$ cat src/rtl/irq_controller.sv
// Interrupt source side of the CU handshake: synchronises and edge-detects the
// peripheral lines, latches pending edges and raises one request at a time.
module irq_controller #(
    parameter int unsigned N_SRC       = 4,
    parameter int unsigned SYNC_STAGES = 2,
    parameter int unsigned ACK_TIMEOUT = 15
) (
    input  logic             clk,
    input  logic             rst,
    input  logic [N_SRC-1:0] irq_in,
    input  logic [N_SRC-1:0] irq_mask,
    input  logic             int_clr,
    input  logic             in_service,
    input  logic             overrun_clr,
    output logic             intr,
    output logic [2:0]       irq_id,
    output logic [N_SRC-1:0] pending,
    output logic [N_SRC-1:0] overrun,
    output logic             busy
);

    localparam int unsigned CNT_W = 8;
    localparam int unsigned ID_W  = 3;

    typedef enum logic [1:0] {IDLE, REQ, ACK, SVC} state_t;

    state_t                              state, state_n;
    logic [SYNC_STAGES-1:0][N_SRC-1:0]   sync_q;
    logic [N_SRC-1:0]                    prev_q;
    logic [CNT_W-1:0]                    cnt, cnt_n;
    logic                                intr_n, busy_n;
    logic [ID_W-1:0]                     irq_id_n, winner;
    logic [N_SRC-1:0]                    pending_n, overrun_n;
    logic [N_SRC-1:0]                    edge_v, clr_v, eligible, id_onehot;

    assign eligible  = pending & ~irq_mask;
    assign id_onehot = N_SRC'(1) << irq_id;
    assign edge_v    = sync_q[SYNC_STAGES-1] & ~prev_q;

    // Lowest eligible index wins
    always_comb begin
        winner = '0;
        for (int i = N_SRC - 1; i >= 0; i--) begin
            if (eligible[i]) winner = ID_W'(i);
        end
    end

    always_ff @(posedge clk or negedge rst) begin
        if (!rst) begin
            state   <= IDLE;
            sync_q  <= '0;
            prev_q  <= '0;
            cnt     <= '0;
            intr    <= 1'b0;
            irq_id  <= '0;
            pending <= '0;
            overrun <= '0;
            busy    <= 1'b0;
        end else begin
            state   <= state_n;
            sync_q  <= {sync_q[SYNC_STAGES-2:0], irq_in};
            prev_q  <= sync_q[SYNC_STAGES-1];
            cnt     <= cnt_n;
            intr    <= intr_n;
            irq_id  <= irq_id_n;
            pending <= pending_n;
            overrun <= overrun_n;
            busy    <= busy_n;
        end
    end

    always_comb begin
        state_n  = state;
        intr_n   = intr;
        irq_id_n = irq_id;
        cnt_n    = cnt;
        clr_v    = '0;
        case (state)
            IDLE: begin
                if ((eligible != '0) && !in_service) begin
                    state_n  = REQ;
                    intr_n   = 1'b1;
                    irq_id_n = winner;
                end
            end
            REQ: begin
                // Acknowledge takes precedence over a late mask of the granted source
                if (int_clr) begin
                    clr_v   = id_onehot;
                    intr_n  = 1'b0;
                    cnt_n   = '0;
                    state_n = ACK;
                end else if ((irq_mask & id_onehot) != '0) begin
                    intr_n  = 1'b0;
                    state_n = IDLE;
                end
            end
            ACK: begin
                if (in_service) begin
                    state_n = SVC;
                end else if (cnt == CNT_W'(ACK_TIMEOUT - 1)) begin
                    state_n = IDLE;
                end else begin
                    cnt_n = cnt + CNT_W'(1);
                end
            end
            SVC: begin
                if (!in_service) state_n = IDLE;
            end
            default: state_n = IDLE;
        endcase
        // Set beats clear; a new edge on an already pending source is an overrun
        pending_n = edge_v | (pending & ~clr_v);
        overrun_n = (edge_v & pending & ~clr_v) | (overrun_clr ? '0 : overrun);
        busy_n    = (state_n != IDLE);
    end

endmodule
$ cat config.mk
export PLATFORM = sky130hd
export DESIGN_NAME = irq_controller
export DESIGN_NICKNAME = d
export VERILOG_FILES = /design/src/rtl/irq_controller.sv
export SDC_FILE = /design/constraint.sdc
export NUM_CORES = 1
export LEC_CHECK = 0
export CORE_AREA = 8 8 57 78
export DETAILED_ROUTE_END_ITERATION = 12
export DIE_AREA = 0 0 65 86
export PLACE_DENSITY_LB_ADDON = 0.05
export REMOVE_ABC_BUFFERS = 1
export SKIP_CTS_REPAIR_TIMING = 1
export SLEW_MARGIN = 20
export SYNTH_ARGS = -nofsm -noshare
export SYNTH_HDL_FRONTEND = slang
export SYNTH_SLANG_ARGS = --single-unit
export TNS_END_PERCENT = 1
$ cat constraint.sdc
create_clock -name clk -period 2.8 [get_ports clk]
set_input_delay 0.56 -clock clk [delete_from_list [all_inputs] [get_ports clk]]
set_output_delay 0.56 -clock clk [all_outputs]
set_load 0.02 [all_outputs]
# Yosys cells after proc, flatten, opt, wreduce, memory -nomap -nowiden
# Index checks and enable logic that the tools add are counted.
# totals
ff_bits	35
out_inout_bits	13
elab_cells	65
# op_classes
add_sub_neg	1
eq_ne	9
n_shift	1
muxes	22
bitwise	11
reduce_logical	11
# op_table
cell	count
$and A4 B4 Y4	6
$mux W8	3
$mux W2	8
$pmux W8 S2	1
$mux W4	3
$not A4 Y4	3
$add A8 B1 Y8 const B	1
$eq A8 B4 Y1 const B	1
$ne A2 B2 Y1 const B	4
$or A4 B4 Y4	2
$pmux W2 S4	1
$reduce_bool A4 Y1	2
$mux W3	2
$reduce_bool A2 Y1	3
$eq A2 B2 Y1 const B	2
$reduce_and A4 Y1	1
$shl A1 B3 Y4 const A	1
$mux W1	3
$ne A3 B3 Y1 const B	1
$reduce_and A3 Y1	1
$eq A2 B1 Y1 const B	1
$logic_not A2 Y1	1
$pmux W1 S2	1
$reduce_and A2 Y1	1
other kinds (2)	2

# Logic depth before layout (Yosys ltp)
# logic_depth
ltp_word	7
depth_mapped	6

# Worst setup path before layout
# Ideal clock, no wire load.
# synth_timing
kind	reg-to-reg
start	register cnt[0]
end	register cnt[3]
arrival_time_ns	1.488
t_required_ns	2.721
path_slack_ns	1.233
stages_incl_launch_ff	7
n_path_buf	0
synth_period_minus_slack_ns	1.567
cell_sequence	dfrtp_1 > inv_1 > ha_1 > nor3b_1 > a21oi_2 > nand4_1 > mux2i_1
# synth_via
elab_chain_cells	4
word_cells_on_any_way	7
classes_between	add/sub: 1; eq/ne: 2; mux: 3; reduce/logical: 1
# synth_lines
item	line_no	text
from (decl)	30	logic [CNT_W-1:0] cnt, cnt_n;
from (signal assigned)	63	cnt <= cnt_n;
$add A8 B1 Y8	104	cnt_n = cnt + CNT_W'(1);
$mux W8	101	end else if (cnt == CNT_W'(ACK_TIMEOUT - 1)) begin
$mux W8	99	if (in_service) begin
$pmux W8 S2	78	case (state)
# Several ways; a longest one is shown, not always the timed one. The select of a mux whose other input is x is not followed.
# A chain may end at the register's enable or synchronous reset.

# Final worst setup path
# layout_timing
start	register irq_id[0]
end	output irq_id[0]
# layout_lines
item	line_no	text
from (decl)	16	output logic [2:0] irq_id,
from (signal assigned)	65	irq_id <= irq_id_n;
# No word-level cell between the ends.

==> reports/summary.txt <==
Status: complete, no violations
Hold Slack: 349 ps
Synthesized area: 1410 sq um
Post-synth top cells: dfrtp_1, nand2_1, inv_1, nand2b_1, nor2_1
Grt ovf: 0
Combinational share of power: 31.3%
Pwr/cell area: 860 nW/um^2
Initial DRC Count: 35
Tmin final: 1940 ps
Worst Hold Class: register to register
Post-DP Area: 1690 sq um
Internal cell power: 986 uW
Area contributors post-synth: dfrtp_1, nand2b_1, nand2_1, mux2i_1, inv_1
Power Total: 1520 uW
Initial antenna violation count: 0
Max H-tree Level: 2
Detail Route Antenna Nets: 0
Sw Ratio: 35.3%
Sequential share of power: 46.6%
Nets: 166
Worst Path Required: 2240 ps
Max cap viols: 0
Most used DFF post-synth: dfrtp_1
WL per Instance: 15.1 um
HPWL Detailed: 2.13 mm
Via density: 4.99
I/O Buffers: 24
Setup_tns: 0 ps
Clk_skew: 9.89 ps
Crit start category: register
Final hold vios: 0
Die ar.: 5590 sq um
RSZ-0062 raised after global routing: no
DIE WIDTH: 65 um
Part of the cycle the worst path needs: 69.4%
Yosys top cell area share: 60.2%
CTS Buffer Depth: 2
Drc violations: 0
Top cell type by total area after synthesis: dfrtp_1
Slowest stage delay, CP: 650 ps
FMAX: 515 MHz
Crit path kind: register to output pin
Final wirelength: 2.88 mm
Height of the chip: 86 um
Pleak: 0.000780 uW
First-pass GRT wire length: 4.73 mm
Slowest CP cell: clkdlybuf4s50_1
GP Congestion: 0.761
Clk root buf: clkbuf_8
GRT Total Usage: 11.1%
First-pass DRT Iterations: 4
Largest net degree at the start of global routing: 35
N_diodes: 0
Core box area: 3280 sq um
Worst IR Drop VDD: 542 uV
# IOs: 26
Final setup fails: 0
Register area share after synthesis: 60.2%
TritonCTS Buffers: 5
Post-synth EDFFs: 0
Clock Pin Slew Worst Setup and Hold Paths: 70 ps
TritonCTS clock tree: done
Post-synthesis cell type count: 34
Starting Density: 43.0%
Buf/Inv on CP: 1
Avg Synthesized Cell Area: 11.6 sq um
Sw Pwr: 538 uW
Syn Inst Count: 122
Crit Path Max Fanout: 5
TritonCTS Sinks: 34
FF+latch count, synth: 34
Critical-path cell list: clkdlybuf4s50_1
Layout area overhead: 25.3%
Share of cells above drive strength 1: 9.27%
Most numerous cell in the Yosys netlist: dfrtp_1
Slew HR: 60.0%
Async SR Flop Fraction: 100%
Arrival time at the worst endpoint: 1380 ps
Via count: 954
Crit end category: output pin
Vias in the first global route: 1071
Final Max Slew Viols: 0
Design Area, Final: 1770 sq um
Least-Margin Pin Slew: 599 ps
Share of total power in the clock network: 22.0%
Worst-Skew Late Latency: 280 ps
Ys Warns: 0
# fillers: 312
Rows: 25
Crit-path leading delay family: buffers and inverters
[cell families (layout without fill, tap and decap cells)]
| family | count (synthesis) | after routing | share of synthesized area [%] |
|---|---|---|---|
| AO/OA/AOI/OAI | 18 | 18 | 9.03 |
| XOR/XNOR | 4 | 4 | 2.48 |
| adder cells (fa/ha/maj) | 2 | 2 | 1.77 |
| buffers and inverters | 11 | 40 | 3.45 |
| flip-flops | 34 | 34 | 60.2 |
| multiplexers | 5 | 5 | 4.42 |
| other | 1 | 1 | 0.265 |
| AND/OR/NAND/NOR | 47 | 47 | 18.4 |
[through the flow]
stage / setup slack [ps] / utilization (%) / cells
floorplan: 1230 / - / 119
CTS: 830 / 53.9 / 191
global route: 803 / 53.9 / 191
global placement: 762 / 51.5 / 184
detailed placement: 718 / 51.5 / 184
finish: 858 / 53.9 / 191
[layer usage]
metal  vias up  part of all wire, %  GRT usage, %
met5         -                    0             0
met4         0                  2.1          5.38
met3         5                  7.3          5.87
met2        23                   51          18.7
met1       453                   39          10.9
li1        473                    -             -
[cell usage in the layout (no fill, tap or decap), types with 2 or more instances in the layout]
master,instances
dfrtp_1,34
clkdlybuf4s50_1,24
nand2_1,13
inv_1,8
nand2b_1,8
nor2_1,7
clkbuf_8,5
a21oi_1,4
o22ai_1,4
nand4_1,4
mux2i_1,4
nand3_1,3
xor2_1,3
nor3b_1,2
o21ai_1,2
o31ai_1,2
o21ai_0,2
and3_1,2
ha_1,2
clkinv_2,2
[area by class of cell]
| cell class | count | area (sq um) | area share, % |
|---|---|---|---|
| inverter | 8 | 30.0 | 1.69 |
| sequential | 34 | 851 | 48.0 |
| multi-input combinational | 77 | 514 | 29.0 |
| clock buffer | 5 | 68.8 | 3.88 |
| clock inverter | 2 | 10.0 | 0.565 |
| timing repair buffer | 25 | 248 | 14.0 |
| tap | 40 | 50.0 | 2.82 |
[power by group through the flow]
| stage | registers [uW] | clock network (uW) | logic, uW |
|---|---|---|---|
| after global placement | 718 | 0 | 481 |
| after global routing | 729 | 366 | 526 |
| after floorplan | 757 | 0 | 230 |
| final | 711 | 336 | 478 |
| after CTS | 712 | 356 | 488 |
| after detailed placement | 719 | 0 | 486 |
[path summary, 6_finish.rpt]
check | startpoint | to | slack, ps | cells past startpoint
setup / recovery | irq_id[0] | irq_id[0] | 860 | 1
hold / removal | sync_q[1] | sync_q[5] | 350 | 0
setup reg to reg | cnt[0] | cnt[3] | 1080 | 6
hold reg to reg | sync_q[1] | sync_q[5] | 350 | 0
max in group asynchronous | rst | pending[2] | 1810 | 2
min in group asynchronous | rst | cnt[5] | 670 | 2
[flip-flops by register name (all words and copies together), names as in the netlist]
name and count:
busy 1, prev_q 4, state 2, pending 4
cnt 8, sync_q 8, irq_id 2, intr 1
overrun 4
Note: power is estimated with default switching activity, not from simulation.
